File: config.mk
export PLATFORM = sky130hd
export DESIGN_NAME = leaf_stream_bridge
export DESIGN_NICKNAME = d
export VERILOG_FILES = /design/src/rtl/leaf_bridge_pkg.sv /design/src/rtl/stream_fifo.sv /design/src/rtl/leaf_stream_bridge.sv
export SDC_FILE = /design/constraint.sdc
export NUM_CORES = 1
export LEC_CHECK = 0
export ABC_AREA = 1
export BUFFER_PORTS_ARGS = -buffer_cell sky130_fd_sc_hd__buf_2
export CORE_AREA = 2 2 206 208
export DETAILED_ROUTE_END_ITERATION = 7
export DIE_AREA = 0 0 208 210
export PLACE_DENSITY_LB_ADDON = 0.08
export REMOVE_ABC_BUFFERS = 1
export SETUP_SLACK_MARGIN = 0.15
export SYNTH_ARGS = -nofsm -noshare
export SYNTH_HDL_FRONTEND = slang
export SYNTH_SLANG_ARGS = --single-unit
File: constraint.sdc
create_clock -name clk -period 5.35 [get_ports clk]
set_input_delay 0.2675 -clock clk [delete_from_list [all_inputs] [get_ports clk]]
set_output_delay 0.2675 -clock clk [all_outputs]
set_load 0.1 [all_outputs]
File: src/rtl/leaf_bridge_pkg.sv
// Shared definitions for the leaf stream bridge: controller state encoding
// and a ceiling-log2 helper used to size FIFO pointers and occupancy counters.
package leaf_bridge_pkg;

    typedef enum logic [1:0] {
        IDLE  = 2'd0,
        RUN   = 2'd1,
        DRAIN = 2'd2
    } bridge_state_t;

    // Number of bits needed to index 'value' distinct items (clog2(1) = 0).
    function automatic int clog2(input int value);
        int result;
        result = 0;
        for (int v = value - 1; v > 0; v = v >> 1) begin
            result = result + 1;
        end
        return result;
    endfunction

endpackage

File: src/rtl/stream_fifo.sv
// Elastic FIFO for one bridge channel. Writes are synchronous; the head entry
// is read combinationally so a word pushed on one edge is presented right
// after that edge, with no same-cycle bypass from push_data to head_data.
module stream_fifo
    import leaf_bridge_pkg::*;
#(
    parameter int WIDTH = 32,
    parameter int DEPTH = 4
) (
    input  logic             clk,
    input  logic             rst_n,
    input  logic             push,
    input  logic [WIDTH-1:0] push_data,
    input  logic             pop,
    output logic [WIDTH-1:0] head_data,
    output logic             full,
    output logic             empty
);

    localparam int AW = (DEPTH > 1) ? clog2(DEPTH) : 1;
    localparam int CW = clog2(DEPTH + 1);

    logic [WIDTH-1:0] mem [DEPTH];
    logic [AW-1:0]    wr_ptr_reg;
    logic [AW-1:0]    rd_ptr_reg;
    logic [CW-1:0]    count_reg;
    logic             do_push;
    logic             do_pop;

    // Guard against overflow/underflow even if the caller ignores full/empty.
    assign do_push   = push && !full;
    assign do_pop    = pop && !empty;
    assign full      = (count_reg == CW'(DEPTH));
    assign empty     = (count_reg == '0);
    assign head_data = mem[rd_ptr_reg];

    // Pointer and occupancy bookkeeping; DEPTH is a power of two so the
    // pointers wrap naturally on overflow.
    always_ff @(posedge clk or negedge rst_n) begin
        if (!rst_n) begin
            wr_ptr_reg <= '0;
            rd_ptr_reg <= '0;
            count_reg  <= '0;
        end else begin
            if (do_push) begin
                wr_ptr_reg <= wr_ptr_reg + AW'(1);
            end
            if (do_pop) begin
                rd_ptr_reg <= rd_ptr_reg + AW'(1);
            end
            case ({do_push, do_pop})
                2'b10:   count_reg <= count_reg + CW'(1);
                2'b01:   count_reg <= count_reg - CW'(1);
                default: count_reg <= count_reg;
            endcase
        end
    end

    // Storage array; contents need no reset because occupancy gates visibility.
    always_ff @(posedge clk) begin
        if (do_push) begin
            mem[wr_ptr_reg] <= push_data;
        end
    end

endmodule

File: src/rtl/leaf_stream_bridge.sv
// Buffered bridge between leaf_interface vld/ack ports and the AXI-stream
// ports of an HLS kernel. Each channel gets an elastic FIFO; an ap_start
// driven IDLE/RUN/DRAIN controller gates inbound acceptance and reports
// idle/done, and per-channel saturating counters record accepted beats.
module leaf_stream_bridge
    import leaf_bridge_pkg::*;
#(
    parameter int PAYLOAD_BITS  = 32,
    parameter int NUM_IN_PORTS  = 2,
    parameter int NUM_OUT_PORTS = 2,
    parameter int FIFO_DEPTH    = 4,
    parameter int COUNT_BITS    = 16
) (
    input  logic                                  clk,
    input  logic                                  ap_rst_n,
    input  logic                                  ap_start,
    output logic                                  ap_idle,
    output logic                                  ap_done,
    input  logic [NUM_IN_PORTS*PAYLOAD_BITS-1:0]  dout_leaf_interface2user,
    input  logic [NUM_IN_PORTS-1:0]               vld_interface2user,
    output logic [NUM_IN_PORTS-1:0]               ack_user2interface,
    output logic [NUM_IN_PORTS*PAYLOAD_BITS-1:0]  in_tdata,
    output logic [NUM_IN_PORTS-1:0]               in_tvalid,
    input  logic [NUM_IN_PORTS-1:0]               in_tready,
    input  logic [NUM_OUT_PORTS*PAYLOAD_BITS-1:0] out_tdata,
    input  logic [NUM_OUT_PORTS-1:0]              out_tvalid,
    output logic [NUM_OUT_PORTS-1:0]              out_tready,
    output logic [NUM_OUT_PORTS*PAYLOAD_BITS-1:0] din_leaf_user2interface,
    output logic [NUM_OUT_PORTS-1:0]              vld_user2interface,
    input  logic [NUM_OUT_PORTS-1:0]              ack_interface2user,
    output logic [NUM_IN_PORTS*COUNT_BITS-1:0]    in_beats,
    output logic [NUM_OUT_PORTS*COUNT_BITS-1:0]   out_beats
);

    localparam int PB = PAYLOAD_BITS;
    localparam int CB = COUNT_BITS;

    bridge_state_t             state_reg;
    logic                      idle_reg;
    logic                      done_reg;
    logic [NUM_IN_PORTS-1:0]   in_push;
    logic [NUM_IN_PORTS-1:0]   in_pop;
    logic [NUM_IN_PORTS-1:0]   in_empty;
    logic [NUM_OUT_PORTS-1:0]  out_push;
    logic [NUM_OUT_PORTS-1:0]  out_pop;
    logic [NUM_OUT_PORTS-1:0]  out_empty;
    logic                      run_start;
    logic                      all_empty;
    logic                      any_push;

    // Counters clear when a new run begins, so every run reports its own beats.
    assign run_start = (state_reg == IDLE) && ap_start;
    assign all_empty = (&in_empty) && (&out_empty);
    assign any_push  = (|in_push) || (|out_push);
    assign ap_idle   = idle_reg;
    assign ap_done   = done_reg;

    genvar gi;

    // Inbound channels: leaf_interface -> FIFO -> kernel input stream.
    generate
        for (gi = 0; gi < NUM_IN_PORTS; gi++) begin : g_in
            logic          fifo_full;
            logic          fifo_empty;
            logic [CB-1:0] beats_reg;

            stream_fifo #(
                .WIDTH (PB),
                .DEPTH (FIFO_DEPTH)
            ) u_fifo (
                .clk       (clk),
                .rst_n     (ap_rst_n),
                .push      (in_push[gi]),
                .push_data (dout_leaf_interface2user[gi*PB +: PB]),
                .pop       (in_pop[gi]),
                .head_data (in_tdata[gi*PB +: PB]),
                .full      (fifo_full),
                .empty     (fifo_empty)
            );

            // New inbound data is only taken while running; DRAIN stops intake.
            assign ack_user2interface[gi] = (state_reg == RUN) && !fifo_full;
            assign in_tvalid[gi]          = !fifo_empty;
            assign in_push[gi]            = vld_interface2user[gi] && ack_user2interface[gi];
            assign in_pop[gi]             = in_tvalid[gi] && in_tready[gi];
            assign in_empty[gi]           = fifo_empty;
            assign in_beats[gi*CB +: CB]  = beats_reg;

            // Saturating count of accepted inbound beats for this channel.
            always_ff @(posedge clk or negedge ap_rst_n) begin
                if (!ap_rst_n) begin
                    beats_reg <= '0;
                end else if (run_start) begin
                    beats_reg <= '0;
                end else if (in_push[gi] && (beats_reg != '1)) begin
                    beats_reg <= beats_reg + CB'(1);
                end
            end
        end
    endgenerate

    // Outbound channels: kernel output stream -> FIFO -> leaf_interface.
    generate
        for (gi = 0; gi < NUM_OUT_PORTS; gi++) begin : g_out
            logic          fifo_full;
            logic          fifo_empty;
            logic [CB-1:0] beats_reg;

            stream_fifo #(
                .WIDTH (PB),
                .DEPTH (FIFO_DEPTH)
            ) u_fifo (
                .clk       (clk),
                .rst_n     (ap_rst_n),
                .push      (out_push[gi]),
                .push_data (out_tdata[gi*PB +: PB]),
                .pop       (out_pop[gi]),
                .head_data (din_leaf_user2interface[gi*PB +: PB]),
                .full      (fifo_full),
                .empty     (fifo_empty)
            );

            // The kernel may keep emitting while draining, so accept in RUN and DRAIN.
            assign out_tready[gi]          = (state_reg != IDLE) && !fifo_full;
            assign vld_user2interface[gi]  = !fifo_empty;
            assign out_push[gi]            = out_tvalid[gi] && out_tready[gi];
            assign out_pop[gi]             = vld_user2interface[gi] && ack_interface2user[gi];
            assign out_empty[gi]           = fifo_empty;
            assign out_beats[gi*CB +: CB]  = beats_reg;

            // Saturating count of accepted outbound beats for this channel.
            always_ff @(posedge clk or negedge ap_rst_n) begin
                if (!ap_rst_n) begin
                    beats_reg <= '0;
                end else if (run_start) begin
                    beats_reg <= '0;
                end else if (out_push[gi] && (beats_reg != '1)) begin
                    beats_reg <= beats_reg + CB'(1);
                end
            end
        end
    endgenerate

    // Run/drain controller with registered idle level and one-cycle done pulse.
    always_ff @(posedge clk or negedge ap_rst_n) begin
        if (!ap_rst_n) begin
            state_reg <= IDLE;
            idle_reg  <= 1'b1;
            done_reg  <= 1'b0;
        end else begin
            done_reg <= 1'b0;
            case (state_reg)
                IDLE: begin
                    if (ap_start) begin
                        state_reg <= RUN;
                        idle_reg  <= 1'b0;
                    end
                end
                RUN: begin
                    if (!ap_start) begin
                        state_reg <= DRAIN;
                    end
                end
                DRAIN: begin
                    if (ap_start) begin
                        state_reg <= RUN;
                    end else if (all_empty && !any_push) begin
                        state_reg <= IDLE;
                        idle_reg  <= 1'b1;
                        done_reg  <= 1'b1;
                    end
                end
                default: begin
                    state_reg <= IDLE;
                    idle_reg  <= 1'b1;
                end
            endcase
        end
    end

endmodule

==> reports/qor.log <==
INFO  status         outcome=finished clean
INFO  critical_path  critPathMaxFanout=66
INFO  route          remaining_drc_errors=0
INFO  placement      numPortBuffers=340
INFO  route          number_of_optimization_iterations_in_the_first_detailed_route_pass=5
INFO  critical_path  timing.critical_path.to_type=output pin
INFO  worst_hold_path worstHoldPathType=primary input to flop
INFO  sta            setup-violations-final=0
INFO  route          detailedRoute.firstIterationViolations=1303
INFO  cells_and_area reg.largest.list=g_in.u_fifo.mem (256), g_out.u_fifo.mem (256)
INFO  floorplan      die_height=210um
INFO  global_routing global_route.usage.total=25.6%
INFO  floorplan      fp-row-count=75
INFO  cells_and_area num-fill-cells=2858
INFO  critical_path  critPathArrivalTime=3.49ns
INFO  route          routed-via-count=16.9k
INFO  cells_and_area flow.area_growth_from_synthesis=21.9%
INFO  sta            grt_setup_unrepaired=no
INFO  cells_and_area finalNetCount=2636
INFO  synth          synth-main-ff-cell=sky130_fd_sc_hd__edfxtp_1
INFO  placement      finalWeightedCongestion=0.882
INFO  flow_run       maxCapViolCount=0
INFO  synth          async_reset_ff_share=15.8%
INFO  clocking       h_tree_levels=2
INFO  synth          part_of_the_yosys_area_used_for_sequential_elements=72.0%
INFO  route          final_antenna_net_count=0
INFO  cells_and_area layout-drive-gt1-share=20.0%
INFO  floorplan      ioPinCount=341
INFO  sta            finalMaxSlewViolations=0
INFO  route          wl_per_cell=18.5um
INFO  sta            measured_slew_at_the_worst_slew_check_pin=1.15ns
INFO  sta            fin_crit_sh=70.3%
INFO  placement      place_hpwl=33.6mm
INFO  clocking       cts_num_sinks=608
INFO  synth          synth_area_per_cell=12.3squm
INFO  floorplan      die-width=208um
INFO  global_routing grt_first_pass_wirelength=88.5mm
INFO  synth          synth.lib_cells_used.distinct=38
INFO  critical_path  crit_type=flop to output pin
INFO  synth          synth_enable_flop_cells=512
INFO  cells_and_area most_common_cell_after_layout_fill_and_taps_aside=sky130_fd_sc_hd__edfxtp_1
INFO  clocking       cts_tree=yes
INFO  critical_path  required=5.08ns
INFO  sta            min_tclk_post_route=3.76ns
INFO  cells_and_area sequential_cell_area=17800squm
INFO  global_routing grt_start_max_net_pins=71
INFO  floorplan      start_util=59.6%
INFO  critical_path  reg2reg_slack=2.38ns
INFO  sta            slew_headroom=23.1%
INFO  critical_path  critPathLaunchType=flop
INFO  floorplan      core_area=41500squm
INFO  synth          synthesis.yosys.warnings=0
INFO  route          final_wirelength=56.4mm
INFO  synth          synth_cells=2002
INFO  global_routing total_overflow_reported_by_the_global_router=0
INFO  sta            fin_skew=0.0101ns
INFO  clocking       cts-root-to-sink-buffers=3
INFO  global_routing grt_pass1_vias=16.7k
INFO  clocking       clk_latency=0.60ns
INFO  clocking       clock_tree.root_cell=sky130_fd_sc_hd__clkbuf_16
INFO  global_routing antenna_found_initial=2
INFO  clocking       cts-buffers-inserted=59
INFO  sta            timing.final.hold_violations=0
INFO  sta            maxClockFrequency=266MHz
INFO  floorplan      die_area=43700squm
INFO  route          routed_via_density=5.54
INFO  cells_and_area multi_input_area=6170squm
INFO  synth          yosys_register_bits=608
INFO  clocking       worst_setup_hold_path_clk_slew=0.06ns
INFO  sta            setup_tns=0ns
INFO  cells_and_area top_library_cells_by_usage_in_the_layout_fill_and_taps_aside=sky130_fd_sc_hd__edfxtp_1, sky130_fd_sc_hd__nor2_1, sky130_fd_sc_hd__buf_2
INFO  synth          post_synthesis_cell_area=24700squm
[path summary, 6_finish.rpt]
check | cells after the start | from | endpoint
setup / recovery | 5 | g_out[1].u_fifo.rd_ptr_reg[0] | din_leaf_user2interface[44]
min in group asynchronous | 2 | ap_rst_n | g_in[1].beats_reg[11]
setup reg to reg | 9 | state_reg[1] | g_out[0].beats_reg[6]
max in group asynchronous | 3 | ap_rst_n | g_out[0].u_fifo.rd_ptr_reg[0]
hold / removal | 5 | ack_interface2user[0] | g_out[0].u_fifo.rd_ptr_reg[0]
hold reg to reg | 2 | ap_idle | ap_idle
[critical path, cell delays in order, from the launching register on]
cell	delay, ns
sky130_fd_sc_hd__dfrtp_2	0.78
sky130_fd_sc_hd__inv_1	0.74
sky130_fd_sc_hd__buf_4	0.48
sky130_fd_sc_hd__o21ai_0	0.16
sky130_fd_sc_hd__o22ai_1	0.23
sky130_fd_sc_hd__buf_2	0.47
[synth_stat cells (3+ instances only)]
| master | number | area, sq um |
|---|---|---|
| sky130_fd_sc_hd__nor2_4 | 7 | 78.8 |
| sky130_fd_sc_hd__buf_2 | 7 | 35.0 |
| sky130_fd_sc_hd__edfxtp_1 | 512 | 15400 |
| sky130_fd_sc_hd__xnor2_1 | 11 | 96.3 |
| sky130_fd_sc_hd__buf_6 | 3 | 33.8 |
| sky130_fd_sc_hd__xor2_1 | 42 | 368 |
| sky130_fd_sc_hd__ha_1 | 24 | 300 |
| sky130_fd_sc_hd__a21oi_1 | 12 | 60.1 |
| sky130_fd_sc_hd__buf_4 | 6 | 45.0 |
| sky130_fd_sc_hd__nand2_1 | 197 | 739 |
| sky130_fd_sc_hd__fa_1 | 4 | 80.1 |
| sky130_fd_sc_hd__nand2_2 | 8 | 50.1 |
| sky130_fd_sc_hd__nand3_1 | 39 | 195 |
| sky130_fd_sc_hd__nor3_1 | 14 | 70.1 |
| sky130_fd_sc_hd__dfrtp_1 | 95 | 2380 |
| sky130_fd_sc_hd__or2_2 | 3 | 18.8 |
| sky130_fd_sc_hd__nand4_1 | 28 | 175 |
| sky130_fd_sc_hd__clkbuf_1 | 78 | 293 |
| sky130_fd_sc_hd__o21ai_1 | 10 | 50.1 |
| sky130_fd_sc_hd__inv_2 | 4 | 15.0 |
| sky130_fd_sc_hd__o22ai_1 | 128 | 801 |
| sky130_fd_sc_hd__o31ai_1 | 4 | 30.0 |
| sky130_fd_sc_hd__nor2_1 | 359 | 1350 |
| sky130_fd_sc_hd__o21ai_0 | 282 | 1410 |
| sky130_fd_sc_hd__inv_1 | 98 | 368 |
| sky130_fd_sc_hd__nand3b_1 | 12 | 90.1 |
[cell type report]
cell class | count | share of cell area, %
Antenna cell | 1 | 0.00831
Clock buffer | 80 | 5.51
Clock inverter | 27 | 0.657
Inverter | 102 | 1.27
Multi-Input combinational cell | 1198 | 20.5
Sequential cell | 608 | 59.1
Tap cell | 539 | 2.24
Timing Repair Buffer | 500 | 10.7
[per-layer routing]
layer / global-route usage [%] / vias up / wire length [um]
met3: 5.93 / 78 / 4320
met1: 34.8 / 8216 / 23300
met4: 7.78 / 2 / 1400
li1: - / 8073 / -
met2: 41.7 / 562 / 27400
met5: 0 / - / 7
[cells by family (layout without fill, tap and decap cells)]
kind of cell    after synthesis  count (layout)  synth area share (%)
compound gates              440             440                  9.74
simple gates                677             677                  11.7
xor+xnor                     53              53                  1.88
other cells                   0               1                     0
buf+inv                     196             709                  3.20
flops                       608             608                  72.0
fa+ha+maj                    28              28                  1.54
[stage by stage]
stage                     cells  cell area, sq um  setup slack (ns)  util [%]  hold slack [ns]
after detailed placement   2815             26900              2.27      64.9            0.213
after floorplan            1908             24300              1.52         -          -0.0281
after global routing       3055             30100              1.39      72.6           0.0956
after global placement     2815             26900              2.37      64.9            0.206
after CTS                  3054             30100              1.60      72.6           0.0321
final                      3055             30100              1.59      72.6           0.0488
[what timing repair did]
action,CTS,global route
hold buffers,132,0
resized for setup,0,0
endpoints found under the hold margin,543,0
buffers inserted,0,0
Power is left out: the tool's default activity adds up to more than one toggle a clock period on the data nets, which glitch-free logic cannot reach.
